## config.mk

```make
export PLATFORM = sky130hd
export DESIGN_NAME = spi_keycode_responder_flat
export DESIGN_NICKNAME = d
export VERILOG_FILES = /design/src/rtl/spi_keycode_responder_if.sv /design/src/rtl/spi_keycode_responder.sv /design/src/flat_wrapper.sv
export SDC_FILE = /design/constraint.sdc
export NUM_CORES = 1
export LEC_CHECK = 0
export CORE_UTILIZATION = 53
export CTS_CLUSTER_DIAMETER = 200
export DETAILED_ROUTE_END_ITERATION = 10
export PLACE_DENSITY = 0.82
export RECOVER_POWER = 50
export SYNTH_ARGS = -nofsm -noshare
export SYNTH_HDL_FRONTEND = slang
export SYNTH_SLANG_ARGS = --single-unit
```

## constraint.sdc

```tcl
create_clock -name i_clk -period 2.77 [get_ports i_clk]
set_clock_uncertainty 0.15 [all_clocks]
set_input_delay 0.4155 -clock i_clk [delete_from_list [all_inputs] [get_ports i_clk]]
set_output_delay 0.4155 -clock i_clk [all_outputs]
set_load 0.05 [all_outputs]
```

## src/rtl/spi_keycode_responder_if.sv

```systemverilog
// SPI bus between the external USB-host controller (master) and the
// keycode responder (slave). Mode 0, MSB first.
interface spi_keycode_responder_if;
    logic sclk;
    logic cs_n;
    logic mosi;
    logic miso;
    logic miso_oe;

    modport master (
        output sclk,
        output cs_n,
        output mosi,
        input  miso,
        input  miso_oe
    );

    modport slave (
        input  sclk,
        input  cs_n,
        input  mosi,
        output miso,
        output miso_oe
    );
endinterface

```

## src/rtl/spi_keycode_responder.sv

```systemverilog
// SPI responder that receives a two-byte frame {command, data} from the
// USB-host controller and drives the keycode seen by the game logic.
// Returns ID_BYTE during the command byte and a snapshot of the game
// status during the data byte. All SPI pins are oversampled in i_clk.
module spi_keycode_responder #(
    parameter logic [7:0] ID_BYTE = 8'hA5,
    parameter logic [7:0] CMD_KEY = 8'h01,
    parameter logic [7:0] CMD_CLR = 8'h02
) (
    input  logic                           i_clk,
    input  logic                           i_reset,
    spi_keycode_responder_if.slave         io_spi,
    input  logic [7:0]                     i_status_in,
    output logic [7:0]                     o_keycode,
    output logic                           o_key_valid,
    output logic                           o_frame_err
);

    typedef enum logic [2:0] {
        S_WAIT_IDLE,
        S_IDLE,
        S_CMD,
        S_DATA,
        S_OVER
    } state_t;

    // Synchroniser chains; index [1] is the synced value, [2] its history.
    logic [2:0] r_sclk_sync;
    logic [2:0] r_cs_sync;
    logic [1:0] r_mosi_sync;

    logic       w_sclk_rise;
    logic       w_sclk_fall;
    logic       w_cs_rise;
    logic       w_cs_fall;
    logic       w_cs_n;
    logic       w_mosi;

    state_t     r_state;
    logic [4:0] r_bit_cnt;
    logic [7:0] r_rx_shift;
    logic [7:0] r_tx_shift;
    logic [7:0] r_cmd;
    logic [7:0] r_data;
    logic [7:0] w_commit_data;

    // Bring the asynchronous SPI pins into the i_clk domain.
    // NOTE: these flops are deliberately not reset so MISO_OE keeps
    // following the chip select while the rest of the block is in reset.
    always_ff @(posedge i_clk) begin
        r_sclk_sync <= {r_sclk_sync[1:0], io_spi.sclk};
        r_cs_sync   <= {r_cs_sync[1:0],   io_spi.cs_n};
        r_mosi_sync <= {r_mosi_sync[0],   io_spi.mosi};
    end

    assign w_sclk_rise = r_sclk_sync[1] & ~r_sclk_sync[2];
    assign w_sclk_fall = ~r_sclk_sync[1] & r_sclk_sync[2];
    assign w_cs_rise   = r_cs_sync[1] & ~r_cs_sync[2];
    assign w_cs_fall   = ~r_cs_sync[1] & r_cs_sync[2];
    assign w_cs_n      = r_cs_sync[1];
    assign w_mosi      = r_mosi_sync[1];

    // If CS_N closes the frame before DATA has latched the byte, the
    // receive shifter already holds it.
    assign w_commit_data = (r_state == S_DATA) ? r_rx_shift : r_data;

    // Frame state machine, shifters, bit counter and registered outputs.
    // NOTE: every register here uses non-blocking assignment so the later
    // load of tx_shift in CMD cleanly overrides the shift earlier in the block.
    always_ff @(posedge i_clk) begin
        if (i_reset) begin
            r_state     <= S_WAIT_IDLE;
            r_bit_cnt   <= 5'd0;
            r_rx_shift  <= 8'h00;
            r_tx_shift  <= 8'h00;
            r_cmd       <= 8'h00;
            r_data      <= 8'h00;
            o_keycode   <= 8'h00;
            o_key_valid <= 1'b0;
            o_frame_err <= 1'b0;
        end else begin
            o_key_valid <= 1'b0;
            o_frame_err <= 1'b0;

            case (r_state)
                S_WAIT_IDLE: begin
                    // Never join a frame already in progress.
                    if (w_cs_n) begin
                        r_state <= S_IDLE;
                    end
                end

                S_IDLE: begin
                    if (w_cs_fall) begin
                        r_tx_shift <= ID_BYTE;
                        r_rx_shift <= 8'h00;
                        r_bit_cnt  <= 5'd0;
                        r_state    <= S_CMD;
                    end
                end

                S_CMD, S_DATA, S_OVER: begin
                    if (w_cs_rise) begin
                        // End of frame has priority over any SCLK edge.
                        if (r_bit_cnt == 5'd16) begin
                            if (r_cmd == CMD_KEY) begin
                                o_keycode   <= w_commit_data;
                                o_key_valid <= 1'b1;
                            end else if (r_cmd == CMD_CLR) begin
                                o_keycode   <= 8'h00;
                                o_key_valid <= 1'b1;
                            end else begin
                                o_frame_err <= 1'b1;
                            end
                        end else begin
                            o_frame_err <= 1'b1;
                        end
                        r_state <= S_IDLE;
                    end else begin
                        if (w_sclk_rise) begin
                            r_rx_shift <= {r_rx_shift[6:0], w_mosi};
                            if (r_bit_cnt != 5'd31) begin
                                r_bit_cnt <= r_bit_cnt + 5'd1;
                            end
                        end

                        // The status byte is loaded with its MSB already on
                        // MISO, so the falling edge right after bit 8 must
                        // not shift it away.
                        if (w_sclk_fall &&
                            !((r_state == S_DATA) && (r_bit_cnt == 5'd8))) begin
                            r_tx_shift <= {r_tx_shift[6:0], 1'b0};
                        end

                        if ((r_state == S_CMD) && (r_bit_cnt == 5'd8)) begin
                            r_cmd      <= r_rx_shift;
                            r_tx_shift <= i_status_in;
                            r_state    <= S_DATA;
                        end

                        if ((r_state == S_DATA) && (r_bit_cnt == 5'd16)) begin
                            r_data  <= r_rx_shift;
                            r_state <= S_OVER;
                        end
                    end
                end

                default: begin
                    r_state <= S_WAIT_IDLE;
                end
            endcase
        end
    end

    assign io_spi.miso_oe = ~w_cs_n;
    assign io_spi.miso    = r_tx_shift[7] & ~w_cs_n;

endmodule

```

## src/flat_wrapper.sv

```systemverilog
// flat-port wrapper written by rule: the top's interface ports become plain ports
module spi_keycode_responder_flat 
#(
    parameter logic [7:0] ID_BYTE = 8'hA5,
    parameter logic [7:0] CMD_KEY = 8'h01,
    parameter logic [7:0] CMD_CLR = 8'h02
)
  (i_clk, i_reset, i_status_in, o_keycode, o_key_valid, o_frame_err, io_spi_sclk, io_spi_cs_n, io_spi_mosi, io_spi_miso, io_spi_miso_oe);
  spi_keycode_responder_if io_spi_i ();
  input  logic i_clk;
  input  logic i_reset;
  input  logic [7:0] i_status_in;
  output logic [7:0] o_keycode;
  output logic o_key_valid;
  output logic o_frame_err;
  input wire logic [$bits(io_spi_i.sclk)-1:0] io_spi_sclk;
  input wire logic [$bits(io_spi_i.cs_n)-1:0] io_spi_cs_n;
  input wire logic [$bits(io_spi_i.mosi)-1:0] io_spi_mosi;
  output wire logic [$bits(io_spi_i.miso)-1:0] io_spi_miso;
  output wire logic [$bits(io_spi_i.miso_oe)-1:0] io_spi_miso_oe;
  assign io_spi_i.sclk = io_spi_sclk;
  assign io_spi_i.cs_n = io_spi_cs_n;
  assign io_spi_i.mosi = io_spi_mosi;
  assign io_spi_miso = io_spi_i.miso;
  assign io_spi_miso_oe = io_spi_i.miso_oe;
  spi_keycode_responder #(.ID_BYTE(ID_BYTE), .CMD_KEY(CMD_KEY), .CMD_CLR(CMD_CLR)) u_core (.i_clk(i_clk), .i_reset(i_reset), .io_spi(io_spi_i), .i_status_in(i_status_in), .o_keycode(o_keycode), .o_key_valid(o_key_valid), .o_frame_err(o_frame_err));
endmodule
```

**Yosys cells after proc, flatten, opt, wreduce, memory -nomap -nowiden**

Index checks and enable logic that the tools add are counted.

- Bits in registers: 58
- Input bits: 13

- Add/sub/neg operators: 1
- Equality and inequality tests: 16
- Multiplexer cells: 28
- Bitwise logic cells: 12
- Reduce and logical (&&, ||, !) cells: 18

Operator list:

| kind | count |
|---|---|
| $mux 8 | 10 |
| $pmux 8 s2 | 2 |
| $mux 5 | 4 |
| $mux 3 | 5 |
| $reduce_and 4->1 | 3 |
| $pmux 5 s2 | 1 |
| $pmux 3 s3 | 1 |
| $reduce_and 3->1 | 3 |
| $eq 8x1->1 const B | 1 |
| $eq 8x2->1 const B | 1 |
| $ne 2x1->1 const B | 4 |
| $not 1->1 | 7 |
| $eq 3x2->1 const B | 2 |
| $reduce_or 3->1 | 2 |
| $add 5x1->5 const B | 1 |
| $and 1x1->1 | 5 |
| $eq 5x4->1 const B | 1 |
| $eq 5x5->1 const B | 1 |
| $mux 1 | 5 |
| $ne 5x5->1 const B | 1 |
| $reduce_and 5->1 | 1 |
| $logic_and 1x1->1 | 4 |
| $ne 4x1->1 const B | 1 |
| $reduce_bool 2->1 | 2 |
| other kinds (7) | 7 |

**Longest topological paths before layout**

Gate-level depths: netlist of the first run.

- Word-level depth: 8
- Mapped depth: 9
- Depth with buffers taken out: 8

**Worst setup path after synthesis of the first run**

OpenSTA, ideal clock, no wires.

- Kind: register -> register
- Start point: register u_core.r_bit_cnt[0]
- End point: register u_core.r_tx_shift[1]
- Library setup time: 96 ps
- Arrival time: 1771 ps
- Required time: 2524 ps
- Path slack: 754 ps
- Stages on the path, launching flop included: 9
- Path buffers: 1
- Path through: dfxtp_1 inv_1 ha_1 and4bb_1 mux2i_1 o21ai_1 or2_1 buf_2 o41ai_2

- Cells in the longest elaborated chain, start to end: 6
- Elaborated cells between the ends (all ways): 10

Ends and longest elaborated chain:

| what | RTL line | text |
|---|---|---|
| start, declared | spi_keycode_responder.sv:40 | `logic [4:0] r_bit_cnt;` |
| start signal, assigned | spi_keycode_responder.sv:123 | `r_bit_cnt <= r_bit_cnt + 5'd1;` |
| $eq 5x4->1 (*) | spi_keycode_responder.sv:131, spi_keycode_responder.sv:135 |  |
| $logic_and 1x1->1 | spi_keycode_responder.sv:131 | `!((r_state == S_DATA) && (r_bit_cnt == 5'd8))) begin` |
| $logic_not 1->1 | spi_keycode_responder.sv:131 |  |
| $logic_and 1x1->1 | spi_keycode_responder.sv:130 | `if (w_sclk_fall &&` |
| $ne 3x1->1 (no source line) | - |  |
| $reduce_and 4->1 (no source line) | - |  |
| end signal, assigned | spi_keycode_responder.sv:132 | `r_tx_shift <= {r_tx_shift[6:0], 1'b0};` |
| end signal, assigned | spi_keycode_responder.sv:137 | `r_tx_shift <= i_status_in;` |
| end, declared | spi_keycode_responder.sv:42 | `logic [7:0] r_tx_shift;` |

Mark *: on every way between the ends. The rest lies on a longest branch, timed or not. The select of a mux whose other input is x is not followed.
A chain may end at the register's enable or synchronous reset.

**Final worst setup path of the first run**

- Start point: register u_core.r_state[1]
- End point: register u_core.r_rx_shift[4]

- Cells in the longest elaborated chain, start to end: 4
- Elaborated cells between the ends (all ways): 11

Ends and longest elaborated chain:

| what | RTL line | text |
|---|---|---|
| start, declared | spi_keycode_responder.sv:39 | `state_t r_state;` |
| start signal, assigned | spi_keycode_responder.sv:72 | `r_state <= S_WAIT_IDLE;` |
| start signal, assigned | spi_keycode_responder.sv:89 | `r_state <= S_IDLE;` |
| start signal, assigned | spi_keycode_responder.sv:98 | `r_state <= S_CMD;` |
| $eq 3x3->1 / $eq 3x2->1 (equally long branches) | spi_keycode_responder.sv:85 | `case (r_state)` |
| $reduce_or 3->1 | spi_keycode_responder.sv:85 |  |
| $ne 2x1->1 (no source line), or another cell as far along | - |  |
| $reduce_and 4->1 (no source line) | - |  |
| end signal, assigned | spi_keycode_responder.sv:121 | `r_rx_shift <= {r_rx_shift[6:0], w_mosi};` |
| end, declared | spi_keycode_responder.sv:41 | `logic [7:0] r_rx_shift;` |

Parallel ways exist; a longest one is shown, timed or not.

==> flow_metrics.tcl, run 1 <==
set metrics [dict create \
    status "finished with violations" \
    violations "DRC" \
    fin_setup_tns_ns 0 \
    clk_pin_slew_ns 0.06 \
    synthAdderAreaFrac_pct 1.489 \
    tightest_slew_ns 0.6809 \
    max_stage_delay_ns 0.52 \
    die_area_um2 5037 \
    r2r_setup_slack_ns 0.31 \
    netSwitchingFraction_pct 22.53 \
    synth_seq_cells 58 \
    clock_sinks 58 \
    coreArea_um2 4474 \
    drtIter0Drc 184 \
    syn_to_final_growth_pct 17.97 \
    instances_no_fill 335 \
    clk_latency_ns 0.33 \
    drtPass1Iterations 7 \
    synth_cells 252 \
    grt_setup_unrepaired "no" \
    cts_tree "done" \
    min-delay-start "u_core.r_sclk_sync[0]" \
    synth-edff-count 0 \
    drt_wl_total_um 5163 \
    avgSynthCellArea_um2 10.00 \
    synthXorXnorAreaFrac_pct 0.3474 \
    clockPowerShare_pct 43.4 \
    cts_max_level 3 \
    worstSetupStartpointType "register" \
    antenna_found_initial 0 \
    synth_compound_area_share_pct 17.07 \
    power_frac_comb_pct 6.4 \
    worstPathCellList "nor2b_1 -> nor2_2 -> buf_4 -> o22ai_2 -> or3b_2 -> a21oi_1" \
    crit_fanout 17 \
    min_period_over_period_pct 88.96 \
    synth_area_leaders "dfxtp_1, mux2i_1, nor2_1" \
    final_layout_size_suffix_gt1_share_pct 13.07 \
    r2r_cells 6 \
    critPathTopFamily "simple AND/OR/NAND/NOR gates" \
    seqPwrFrac_pct 50.3 \
    hold_path_end "u_core.r_sclk_sync[1]" \
    synth_cell_types 51 \
    die_w_um 70.97 \
    vias 1938 \
    async_flop_share_pct 0 \
    layout_min_cycle_time_ns 2.464 \
    start_util_pct 56.35 \
    slew_violations 0 \
    synth_top_family_by_area "simple AND/OR/NAND/NOR gates" \
    worstPathRequired_ns 2.83 \
    grt_max_degree 28 \
    dp_hpwl_um 3493 \
    yosysMostFrequentCell "dfxtp_1" \
    synth-warning-count 0 \
    first_global_vias 1845 \
    globalplace.congestion 0.8350 \
    port_buffers 24 \
    synth_ff_type "dfxtp_1" \
    vdd_drop_max_mv 0.3891 \
    ios 25 \
    drtAntennaViolNets 0 \
    die_height_um 70.97 \
    vias_per_cell 5.785 \
    final_hold_viol_count 0 \
    grt_usage_pct 22.28 \
    drc 2 \
    r2r-start "u_core.r_state[1]" \
    timing.fmax_mhz 405.8 \
    hold_class "register to register" \
    syn_nets 268 \
    clock_path_buffers 2 \
    power_leakage_nw 1.236 \
    cap_viol_max_count 0 \
    startpoint "u_core.r_state[1]" \
    dp.cells 320 \
    yosysTopAreaCell "dfxtp_1" \
    syn_area_um2 2521 \
    wl_per_cell_um 15.41 \
    r2r_end "u_core.r_rx_shift[4]" \
    grt_pass1_wl_um 8583 \
    cts_buffers 9 \
    setup_viol 0 \
    worst_path_max_delay_cell "dfxtp_1" \
    synth_simple_gate_area_share_pct 19.16 \
    intPower_w 0.001324 \
    crit_arrival_ns 2.52 \
    synthTopCellsByCount "dfxtp_1, mux2i_1, nor2_1" \
    synth_top_area_share_pct 46.05 \
    seq_area_frac_synth_pct 46.05 \
    switchingPower_w 0.0003850 \
    synthMuxAreaShare_pct 11.91 \
    grt_overflow 0 \
    criticalPathCategory "register to register" \
    powerDensity_nw_per_um2 574.5 \
    cp-end-kind "register" \
    relSlewSlack_pct 54.61 \
    num-nets-final 295 \
    cts-root-buf "clkbuf_8" \
    min_path_cells 0 \
    num_rows 24 \
    antenna_cells 0 \
    crit_buf_inv 1 \
    final_util_pct 66.47 \
]
[area by class of cell]
class,count,area (um^2)
clock inverter,3,40.04
inverter,6,22.52
sequential,58,1161
clock buffer,12,145.1
fill,365,1500
multi-input combinational,173,1255
timing repair buffer,31,285.3
tap,52,65.06
[cell families after synthesis]
| family | Yosys count |
|---|---|
| compound gates | 57 |
| xor+xnor | 1 |
| fa+ha+maj | 3 |
| buf+inv | 21 |
| flops | 58 |
| mux | 30 |
| simple gates | 82 |
[power by group through the flow]
stage,clock network [W],logic (W),registers [W]
2_1_floorplan,0,0.0000756,0.000874
3_3_place_gp,0,0.000108,0.000877
3_5_place_dp,0,0.000109,0.000877
4_1_cts,0.000754,0.000110,0.000859
5_1_grt,0.000804,0.000117,0.000860
6_report,0.000741,0.000109,0.000859
[how the worst max path moves through the flow]
stage	to	slack [ns]	cells past startpoint
after detailed placement	u_core.r_rx_shift[4]	0.20	6
after global placement	u_core.r_rx_shift[7]	0.29	6
final	u_core.r_rx_shift[4]	0.31	6
after global routing	u_core.r_rx_shift[5]	0.10	6
after floorplan	u_core.r_tx_shift[1]	0.75	8
after CTS	u_core.r_rx_shift[4]	0.16	6
[metal layers]
layer	track usage, %	up-vias	part of all wire [%]
met1	29.50	912	50
li1	-	969	-
met4	11.56	0	1.8
met2	33.97	49	44
met3	5.271	8	4.5
met5	0	-	0
[stage by stage]
| step | power (W) | area (um^2) | hold WS, ns | setup WS, ns |
|---|---|---|---|---|
| 2_1_floorplan | 0.0009499 | 2521 | 0.1596 | 0.7537 |
| 3_3_place_gp | 0.0009842 | 2801 | 0.1609 | 0.2933 |
| 3_5_place_dp | 0.0009863 | 2801 | 0.1653 | 0.2010 |
| 4_1_cts | 0.001723 | 2987 | 0.1782 | 0.1604 |
| 5_1_grt | 0.001781 | 2974 | 0.1912 | 0.1024 |
| 6_report | 0.001709 | 2974 | 0.1758 | 0.3058 |
[placed cells by master, fill, tap and decap left out, types with 2 or more instances in the layout]
master            n
dfxtp_1          58
mux2i_1          30
nor2_1           20
nand2_1          15
a21oi_1          15
dlygate4sd3_1    13
clkdlybuf4s50_1  11
clkbuf_8         10
o2bb2ai_1         8
or3b_2            7
o211ai_1          7
o21ai_0           7
inv_1             6
nand2b_1          6
buf_4             5
nor2b_1           4
o41ai_2           4
clkbuf_1          4
nand4_1           3
nor2_2            3
nor3_1            3
o221ai_1          3
a211oi_1          3
ha_1              3
and3_1            2
nor4bb_1          2
nor4_1            2
nor3b_1           2
and2_1            2
nand3_1           2
o22ai_1           2
clkinv_2          2
[repair_timing]
item	4_1_cts	5_1_grt
resized for setup	0	1
hold buffers	0	0
endpoints found under the setup margin	0	2
setup buffers	0	0
[state kept, by name (all words and copies together) (netlist names)]
| name | flops |
|---|---|
| u_core.r_rx_shift | 8 |
| u_core.r_tx_shift | 8 |
| u_core.o_key_valid | 1 |
| u_core.r_bit_cnt | 5 |
| u_core.r_state | 3 |
| u_core.r_sclk_sync | 3 |
| u_core.r_cmd | 8 |
| u_core.o_keycode | 8 |
| u_core.r_mosi_sync | 2 |
| u_core.r_cs_sync | 3 |
| u_core.o_frame_err | 1 |
| u_core.r_data | 8 |
Power figures use the tool's default switching activity.
==> inputs of run 2 (changes only) <==
--- a/config.mk
+++ b/config.mk
@@ -5,10 +5,12 @@
 export SDC_FILE = /design/constraint.sdc
 export NUM_CORES = 1
 export LEC_CHECK = 0
-export CORE_UTILIZATION = 53
+export CELL_PAD_IN_SITES_DETAIL_PLACEMENT = 0
+export CELL_PAD_IN_SITES_GLOBAL_PLACEMENT = 1
+export CORE_UTILIZATION = 44
 export CTS_CLUSTER_DIAMETER = 200
 export DETAILED_ROUTE_END_ITERATION = 10
-export PLACE_DENSITY = 0.82
+export PLACE_DENSITY = 0.86
 export RECOVER_POWER = 50
 export SYNTH_ARGS = -nofsm -noshare
 export SYNTH_HDL_FRONTEND = slang
==> flow_metrics.tcl, run 2 (same netlist as run 1, synthesis figures left out) <==
set metrics [dict create \
    coreArea_um2 5507 \
    worstSetupStartpointType "register" \
    fin_setup_tns_ns 0 \
    ios 25 \
    timing.fmax_mhz 401.2 \
    dp_hpwl_um 3482 \
    clk_pin_slew_ns 0.07 \
    grt_setup_unrepaired "no" \
    cts-root-buf "clkbuf_8" \
    fin_worst_hold_slack_ns 0.1771 \
    clock_path_buffers 2 \
    drc 0 \
    wl_per_cell_um 14.63 \
    syn_to_final_growth_pct 20.55 \
    min-delay-start "u_core.r_mosi_sync[0]" \
    drt_wl_total_um 5208 \
    vias_per_cell 5.354 \
    drtAntennaViolNets 0 \
    final_common_cell "dfxtp_1" \
    antenna_cells 0 \
    final_cell_area_um2 3039 \
    seqPwrFrac_pct 46.8 \
    die_w_um 77.70 \
    antenna_found_initial 0 \
    setup_viol 0 \
    power_leakage_nw 1.258 \
    place_area_um2 2826 \
    worstPathRequired_ns 2.88 \
    grt_max_degree 23 \
    cap_viol_max_count 0 \
    drtPass1Iterations 4 \
    hold_buffers 0 \
    startpoint "u_core.r_bit_cnt[0]" \
    min_period_over_period_pct 89.99 \
    netSwitchingFraction_pct 23.02 \
    clk_latency_ns 0.34 \
    powerDensity_nw_per_um2 607.8 \
    post_cts_resized 0 \
    tightest_slew_ns 1.052 \
    globalplace.congestion 0.7941 \
    fin_total_pwr_w 0.001847 \
    cts_buffers 9 \
    grt_pass1_wl_um 8832 \
    first_global_vias 1807 \
    num-nets-final 295 \
    clock_sinks 58 \
    intPower_w 0.001422 \
    cts_max_level 3 \
    vias 1906 \
    die_height_um 77.70 \
    crit_arrival_ns 2.61 \
    relSlewSlack_pct 29.87 \
    cts_tree "done" \
    post-cts-setup-buffers 0 \
    switchingPower_w 0.0004252 \
    criticalPathCategory "register to register" \
    clockPowerShare_pct 47.7 \
    die_area_um2 6037 \
    power_frac_comb_pct 5.5 \
    final_layout_size_suffix_gt1_share_pct 14.79 \
    crit_fanout 8 \
    layout_min_cycle_time_ns 2.493 \
    grt_usage_pct 19.34 \
    slew_violations 0 \
    port_buffers 24 \
    cp-end-kind "register" \
    final_hold_viol_count 0 \
    drtIter0Drc 111 \
    vdd_drop_max_mv 0.3833 \
    r2r-start "u_core.r_bit_cnt[0]" \
    status "finished, final reports clean" \
    grt_overflow 0 \
    layout_common_cells "dfxtp_1, mux2i_1, nor2_1" \
    num_rows 27 \
    start_util_pct 45.79 \
    hold_class "register to register" \
]
run 2: cell types whose count changed in the layout (fill, tap and decap cells not counted), moves of 2 or more:
cell and change:
clkbuf_1 -4, dlygate4sd3_1 +2, nor3b_2 +2, and2_1 -2, and2_0 +2, clkinv_4 +2
clkdlybuf4s50_1 -2
run 2: worst paths after layout:
| path | to | slack, ns | cells after the start |
|---|---|---|---|
| worst max register to register | u_core.o_keycode[7] | 0.28 | 6 |
| worst min-delay path | u_core.r_mosi_sync[1] | 0.18 | 0 |
| worst min register to register | u_core.r_mosi_sync[1] | 0.18 | 0 |
| worst max-delay path | u_core.o_keycode[7] | 0.28 | 6 |
run 2: area by class of cell:
type / count / area (um^2)
multi-input cells: 173 / 1247
inverters: 6 / 22.52
clock buffers: 10 / 137.6
fillers: 508 / 2467
clock inverters: 6 / 90.09
repair buffers: 31 / 290.3
flip-flops and latches: 58 / 1161
well taps: 72 / 90.09
run 2: routing by layer:
layer	vias up	share of wire [%]	GRT usage, %
met3	6	4.3	6.706
met5	-	0	0
met1	886	51	25.62
li1	974	-	-
met2	40	43	27.88
met4	0	1.6	9.245
run 2: worst max-delay path: stages (launching register included):
cell and delay, ns:
dfxtp_1 0.35, inv_1 0.07, ha_1 0.17, nor4bb_1 0.78, and3_1 0.28, nand4b_1 0.36
o2bb2ai_1 0.27
run 2: power by group through the flow:
stage / sequential (W) / clock, W / combinational, W
2_1_floorplan: 0.000874 / 0 / 0.0000756
3_3_place_gp: 0.000883 / 0 / 0.000103
3_5_place_dp: 0.000883 / 0 / 0.000105
4_1_cts: 0.000865 / 0.000903 / 0.000105
5_1_grt: 0.000865 / 0.000945 / 0.000111
6_report: 0.000864 / 0.000882 / 0.000102
run 2: stage by stage:
stage,worst slack [ns],util (%),std cells
global route,0.03994,55.19,356
detailed placement,0.2525,51.33,340
finish,0.2773,55.19,356
floorplan,0.7537,-,252
global placement,0.3573,51.33,340
CTS,0.2359,55.46,356
